--- src/rtl/uc_pkg.sv ---
// -----------------------------------------------------------------------------
// uc_pkg
// Shared definitions for the implied-UC collector:
//   LIT_IDX_MAX  largest literal index (overridable with a define)
//   LIT_W        signed literal width, MSB carries polarity
//   lit_t        signed literal type
//   MODE_MASK / MODE_PQ  input_mode encodings
// -----------------------------------------------------------------------------
`ifndef LIT_IDX_MAX
`define LIT_IDX_MAX 1023
`endif

package uc_pkg;

    localparam int LIT_W = $clog2(`LIT_IDX_MAX) + 1;

    typedef logic signed [LIT_W-1:0] lit_t;

    localparam logic MODE_MASK = 1'b0;
    localparam logic MODE_PQ   = 1'b1;

endpackage

--- src/rtl/uc_imp_fifo.sv ---
// -----------------------------------------------------------------------------
// uc_imp_fifo
// Single-clock implication FIFO with a zero-latency head.
//   clk, rst_n  clock, async active-low reset
//   flush       synchronous clear, wins over push/pop
//   push, din   write strobe and literal
//   pop         consume head (ignored when empty)
//   head        current head literal
//   full, empty derived from the occupancy count
// A push while full is taken only if a pop frees the slot in the same cycle.
// -----------------------------------------------------------------------------
module uc_imp_fifo #(
    parameter int DEPTH = 8,
    parameter int LIT_W = 11
) (
    input  logic             clk,
    input  logic             rst_n,
    input  logic             flush,
    input  logic             push,
    input  logic [LIT_W-1:0] din,
    input  logic             pop,
    output logic [LIT_W-1:0] head,
    output logic             full,
    output logic             empty
);

    localparam int AW = $clog2(DEPTH);
    localparam int CW = AW + 1;

    logic [LIT_W-1:0] mem [DEPTH];
    logic [AW-1:0]    wr_ptr;
    logic [AW-1:0]    rd_ptr;
    logic [CW-1:0]    count;
    logic             do_push;
    logic             do_pop;

    assign full    = (count == CW'(DEPTH));
    assign empty   = (count == '0);
    assign do_pop  = pop & ~empty;
    assign do_push = push & (~full | do_pop);
    assign head    = mem[rd_ptr];

    always_ff @(posedge clk or negedge rst_n) begin
        if (!rst_n) begin
            wr_ptr <= '0;
            rd_ptr <= '0;
            count  <= '0;
            for (int i = 0; i < DEPTH; i++) begin
                mem[i] <= '0;
            end
        end else if (flush) begin
            wr_ptr <= '0;
            rd_ptr <= '0;
            count  <= '0;
        end else begin
            if (do_push) begin
                mem[wr_ptr] <= din;
                wr_ptr      <= wr_ptr + AW'(1);
            end
            if (do_pop) begin
                rd_ptr <= rd_ptr + AW'(1);
            end
            case ({do_push, do_pop})
                2'b10:   count <= count + CW'(1);
                2'b01:   count <= count - CW'(1);
                default: count <= count;
            endcase
        end
    end

endmodule

--- src/rtl/uc_imp_collector.sv ---
// -----------------------------------------------------------------------------
// uc_imp_collector
// Gathers implied unit clauses from every BCP engine into per-engine FIFOs and
// presents one head literal per cycle to the UC arbiter.
//   clk, rst_n       clock, async active-low reset
//   flush            clears all FIFOs and the round-robin pointer
//   eng_imp_valid    per-engine push strobe
//   eng_imp_lit      per-engine literal, lane i at [i*LIT_W +: LIT_W]
//   eng2uca_full     per-FIFO full flag
//   input_mode       MODE_MASK: engmask/uca_rd select and pop
//                    MODE_PQ:   round-robin grant over non-empty FIFOs
//   engmask, uca_rd  one-hot FIFO select and read strobe (mask mode)
//   eng2uca          selected head literal (0 when nothing is selectable)
//   eng2uca_valid    eng2uca is consumed this cycle
//   eng2uca_empty    selected FIFO empty (mask) / all FIFOs empty (PQ)
//   overflow         sticky: some push was dropped
// -----------------------------------------------------------------------------
module uc_imp_collector
    import uc_pkg::*;
#(
    parameter int NUM_ENGINE = 4,
    parameter int DEPTH      = 8,
    parameter int LIT_W      = uc_pkg::LIT_W
) (
    input  logic                        clk,
    input  logic                        rst_n,
    input  logic                        flush,
    input  logic [NUM_ENGINE-1:0]       eng_imp_valid,
    input  logic [NUM_ENGINE*LIT_W-1:0] eng_imp_lit,
    output logic [NUM_ENGINE-1:0]       eng2uca_full,
    input  logic                        input_mode,
    input  logic [NUM_ENGINE-1:0]       engmask,
    input  logic                        uca_rd,
    output logic [LIT_W-1:0]            eng2uca,
    output logic                        eng2uca_valid,
    output logic                        eng2uca_empty,
    output logic                        overflow
);

    localparam int RW = (NUM_ENGINE > 1) ? $clog2(NUM_ENGINE) : 1;

    logic [LIT_W-1:0]      head [NUM_ENGINE];
    logic [NUM_ENGINE-1:0] fifo_empty;
    logic [NUM_ENGINE-1:0] pop_vec;
    logic [RW-1:0]         rr_ptr;

    logic                  mask_ok;
    logic [RW-1:0]         mask_idx;
    logic                  pq_hit;
    logic [RW-1:0]         pq_idx;
    logic                  sel_hit;
    logic [RW-1:0]         sel_idx;
    logic                  take;

    for (genvar g = 0; g < NUM_ENGINE; g++) begin : g_fifo
        uc_imp_fifo #(
            .DEPTH (DEPTH),
            .LIT_W (LIT_W)
        ) u_fifo (
            .clk   (clk),
            .rst_n (rst_n),
            .flush (flush),
            .push  (eng_imp_valid[g]),
            .din   (eng_imp_lit[g*LIT_W +: LIT_W]),
            .pop   (pop_vec[g]),
            .head  (head[g]),
            .full  (eng2uca_full[g]),
            .empty (fifo_empty[g])
        );
    end

    // Mask mode: only a strictly one-hot engmask selects a FIFO.
    always_comb begin
        mask_ok  = $onehot(engmask);
        mask_idx = '0;
        for (int i = 0; i < NUM_ENGINE; i++) begin
            if (engmask[i]) mask_idx = RW'(i);
        end
    end

    // PQ mode: first non-empty FIFO at or after rr_ptr, wrapping.
    always_comb begin
        int            idx;
        logic [RW-1:0] cand;
        idx    = 0;
        cand   = '0;
        pq_hit = 1'b0;
        pq_idx = '0;
        for (int k = 0; k < NUM_ENGINE; k++) begin
            idx = int'(rr_ptr) + k;
            if (idx >= NUM_ENGINE) idx = idx - NUM_ENGINE;
            cand = RW'(idx);
            if (!pq_hit && !fifo_empty[cand]) begin
                pq_hit = 1'b1;
                pq_idx = cand;
            end
        end
    end

    always_comb begin
        sel_hit       = 1'b0;
        sel_idx       = '0;
        take          = 1'b0;
        eng2uca_empty = 1'b1;
        if (input_mode == MODE_PQ) begin
            sel_hit       = pq_hit;
            sel_idx       = pq_idx;
            take          = pq_hit;
            eng2uca_empty = &fifo_empty;
        end else begin
            sel_idx       = mask_idx;
            sel_hit       = mask_ok & ~fifo_empty[mask_idx];
            take          = sel_hit & uca_rd;
            eng2uca_empty = mask_ok ? fifo_empty[mask_idx] : 1'b1;
        end
        // flush cancels the pop, so nothing is handed over that cycle
        take          = take & ~flush;
        eng2uca       = sel_hit ? head[sel_idx] : '0;
        eng2uca_valid = take;
        pop_vec       = '0;
        if (take) pop_vec[sel_idx] = 1'b1;
    end

    always_ff @(posedge clk or negedge rst_n) begin
        if (!rst_n) begin
            rr_ptr <= '0;
        end else if (flush) begin
            rr_ptr <= '0;
        end else if ((input_mode == MODE_PQ) && pq_hit) begin
            rr_ptr <= (pq_idx == RW'(NUM_ENGINE - 1)) ? '0 : pq_idx + RW'(1);
        end
    end

    always_ff @(posedge clk or negedge rst_n) begin
        if (!rst_n) begin
            overflow <= 1'b0;
        end else if (!flush && |(eng_imp_valid & eng2uca_full & ~pop_vec)) begin
            overflow <= 1'b1;
        end
    end

endmodule

--- config.mk ---
export PLATFORM = sky130hd
export DESIGN_NAME = uc_imp_collector
export DESIGN_NICKNAME = d
export VERILOG_FILES = /design/src/rtl/uc_pkg.sv /design/src/rtl/uc_imp_fifo.sv /design/src/rtl/uc_imp_collector.sv
export SDC_FILE = /design/constraint.sdc
export NUM_CORES = 1
export LEC_CHECK = 0
export BUFFER_PORTS_ARGS = -buffer_cell sky130_fd_sc_hd__clkbuf_2
export CAP_MARGIN = 20
export CORE_ASPECT_RATIO = 0.8
export CORE_UTILIZATION = 65
export CTS_BUF_LIST = sky130_fd_sc_hd__clkbuf_8
export CTS_CLUSTER_SIZE = 8
export DETAILED_ROUTE_END_ITERATION = 6
export HOLD_SLACK_MARGIN = 0.08
export PLACE_DENSITY = 0.83
export SLEW_MARGIN = 40
export SYNTH_ARGS = -nofsm -noshare
export SYNTH_HDL_FRONTEND = slang
export SYNTH_HIERARCHICAL = 1
export SYNTH_SLANG_ARGS = --single-unit
--- constraint.sdc ---
create_clock -name clk -period 7.7 [get_ports clk]
set_input_delay 1.54 -clock clk [delete_from_list [all_inputs] [get_ports clk]]
set_output_delay 1.54 -clock clk [all_outputs]
set_load 0.05 [all_outputs]
==> results.py <==
metrics = {
    "timing": {
        "finalCritPeriodShare_pct": 77.9,
        "report.final.setup_viol": 0,
        "fmax_ghz": 0.167,
        "fin_crit_ps": 5990,
        "slew_headroom_pct": 40.4,
        "hold_viol": 0,
        "fin_setup_tns_ps": 0,
        "rsz0062_at_grt": "false",
        "slew_viol_final": 0,
        "clock_skew_ps": 32.3,
        "worstMarginPinSlew_ps": 889,
    },
    "flow_run": {
        "cap_viol_max_count": 0,
    },
    "worst_hold_path": {
        "hold_path_class": "register to register",
        "min_from": "g_fifo[1].u_fifo/mem[45]",
        "hold_end": "g_fifo[1].u_fifo/mem[45]",
        "hold_depth": 1,
    },
    "worst_setup_path": {
        "reg2regPathDepth": 12,
        "crit_path_start_kind": "input port",
        "end_kind": "primary output",
        "rr_startpoint": "g_fifo[2].u_fifo/count[1]",
        "cp.required_ps": 6160,
        "crit_type": "input port to primary output",
        "r2r_end": "g_fifo[3].u_fifo/mem[34]",
        "crit_arrival_ps": 4450,
        "r2r_setup_slack_ps": 2990,
        "path_max_fanout": 13,
    },
    "placement": {
        "placed_area_mm2": 0.0202,
        "hpwl_um": 27800,
        "portBuffers": 74,
        "gp_congestion": 0.865,
    },
    "cts": {
        "clock-sinks": 395,
        "htree_levels": 2,
        "cts_made_buffers": 60,
        "clkTransAtPathRegs_ps": 60,
        "cts_tree": "built",
        "ctsResizeCount": 0,
        "cts.hold.buffers_added": 0,
        "root_buffer": "clkbuf_8",
        "clockBufferDepth": 3,
        "clk-insertion-delay-late_ps": 610,
        "post-cts-setup-buffers": 0,
    },
    "detailed_routing": {
        "top_layer_used": "met5",
        "wl_um": 42300,
        "wl_met1_um": 18500,
        "route.detailed.drc": 0,
        "wl_per_cell_um": 23.2,
        "drt_first_pass_iters": 7,
        "wl_met3_um": 2770,
        "met2_length_um": 19900,
        "vias": 11700,
        "ant_nets": 0,
        "detail_route.iter0.violations": 807,
        "vias_per_cell": 6.42,
    },
    "yosys": {
        "netlist_instances": 1338,
        "netlist_area_mm2": 0.0196,
        "synth-seq-cells": 395,
        "synth_edf_count": 0,
        "synthFlopType": "dfrtp_1",
        "yosys_warnings": 6,
        "synthesis.nets": 1418,
        "syn_area_per_cell_um2": 14.6,
        "synth-async-reset-ratio_pct": 100,
        "seq_area_frac_synth_pct": 50.5,
        "synth_cell_types": 66,
    },
    "outcome": {
        "outcome": "complete, no violations",
    },
    "power": {
        "ir_drop_uv": 193,
        "p_leak_uw": 0.00987,
        "power.density_mw_per_mm2": 276,
    },
    "floorplanning": {
        "start_util_pct": 66.5,
        "coreArea_mm2": 0.0294,
        "ioPinCount": 75,
        "dieArea_mm2": 0.0308,
        "fp.dieH_um": 157,
        "fp-row-count": 56,
        "die_w_um": 196,
    },
    "grt": {
        "grt_use_total_pct": 28.9,
        "antenna_found_initial": 3,
        "grt_overflow": 0,
        "grt_start_max_net_pins": 125,
        "grt_pass1_wl_um": 68500,
        "grt_pass1_vias": 12400,
    },
    "finish": {
        "syn2layout_area_growth_pct": 8.99,
        "utilization_pct": 72.5,
        "drive_gt1_share_pct": 48.4,
        "fin_area_mm2": 0.0213,
        "fin_nets": 1492,
    },
}
[layer usage]
layer / vias to the layer above / GRT usage (%)
met5: - / 0
met4: 2 / 9.71
met3: 76 / 5.91
met2: 350 / 44.9
met1: 6123 / 41.1
li1: 5154 / -
[flip-flops by register name, indices dropped and copies added, names as in the netlist]
| signal | flops |
|---|---|
| g_fifo.u_fifo/count | 16 |
| g_fifo.u_fifo/rd_ptr | 12 |
| rr_ptr | 2 |
| g_fifo.u_fifo/mem | 352 |
| overflow | 1 |
| g_fifo.u_fifo/wr_ptr | 12 |
[worst max-delay path: stages]
cell      delay (ps)
clkbuf_2         130
inv_1             90
fa_1             480
inv_1             40
ha_1             180
ha_1             290
or4b_1           510
a31oi_1          160
a32oi_1          120
buf_4            210
or2_1            290
inv_1            100
clkbuf_2         310
[cell usage in the layout, fill, tap and decap left out, types with 6 or more instances in the layout]
cell / n
xor2_1: 16
clkbuf_2: 73
buf_4: 22
o211ai_1: 12
mux2_1: 6
a211oi_1: 8
a222oi_1: 11
mux2i_1: 14
mux2_4: 41
nor4_2: 6
o21ai_0: 8
ha_1: 18
mux2_2: 350
inv_1: 29
nand3_1: 20
dfrtp_1: 391
nand2_1: 34
clkbuf_8: 73
xnor2_1: 12
a21oi_1: 24
mux4_2: 88
nor2_1: 59
nand2b_1: 7
and2_1: 6
nor3_1: 9
or3_1: 7
[cell usage after synthesis (4+ instances only)]
library cell	n	share of area [%]
nor4_1	8	0.26
ha_1	18	1.2
or2_1	4	0.13
buf_6	10	0.58
xor2_1	16	0.72
o22a_1	4	0.18
nor4b_1	8	0.36
o211ai_1	12	0.46
nand3_1	20	0.51
o31a_1	4	0.18
or4b_4	4	0.28
xnor2_1	12	0.54
o311a_1	4	0.20
a222oi_1	11	0.56
and2_1	6	0.19
mux2i_1	14	0.72
or3_1	7	0.22
nand2_1	34	0.65
or2b_2	4	0.18
fa_1	5	0.51
inv_1	9	0.17
nor3_1	10	0.26
a31oi_1	4	0.13
nor2_1	59	1.1
nand2b_1	7	0.22
mux2_1	6	0.35
a211oi_1	8	0.31
mux2_2	350	20
a21oi_1	24	0.61
o21ai_0	8	0.20
mux2_4	41	3.1
or2_2	4	0.13
buf_2	32	0.82
dfrtp_1	395	51
buf_4	15	0.58
clkbuf_1	30	0.58
mux4_2	88	10
[power by group]
| group | leakage (uW) | switching [uW] | internal (uW) |
|---|---|---|---|
| Combinational | 0.00402 | 832 | 747 |
| Clock | 0.000640 | 765 | 840 |
| Sequential | 0.00521 | 243 | 2470 |
| Total | 0.00987 | 1840 | 4060 |
[through the flow]
stage | total power (uW) | hold WS, ps | setup slack, ps | cells
6_report | 5900 | 490 | 1710 | 1824
5_1_grt | 6180 | 504 | 1590 | 1822
4_1_cts | 5920 | 494 | 1750 | 1821
3_5_place_dp | 4300 | 480 | 1540 | 1726
3_3_place_gp | 4230 | 469 | 1690 | 1726
2_1_floorplan | 3870 | 459 | 1530 | 1338
[worst max-delay path by stage]
stage	from	end	slack, ps
after floorplan	engmask[0]	eng2uca[0]	1530
after global placement	engmask[3]	g_fifo[3].u_fifo/mem[45]	1690
after detailed placement	engmask[3]	g_fifo[1].u_fifo/mem[84]	1540
after CTS	engmask[3]	eng2uca_valid	1750
after global routing	engmask[3]	eng2uca_valid	1590
final	engmask[3]	eng2uca_valid	1710
[final cells by class]
cell class                 count  area, um2
antenna                        2       5.00
clock buffer                  73       1000
clock inverter                22       88.8
fill                        1848       8100
inverter                       9       33.8
multi-input combinational    847       9250
sequential                   395       9890
tap                          377        472
timing repair buffer          99        584
[cell families after synthesis]
| logic type | share of synthesized area, % |
|---|---|
| and+or+nand+nor | 5.67 |
| muxes | 34.5 |
| buffers and inverters | 2.72 |
| DFF | 50.5 |
| adders and majority gates | 1.66 |
| AOI/OAI and AO/OA | 3.72 |
| xor gates and xnor gates | 1.25 |
Note: power is estimated with default switching activity, not from simulation.
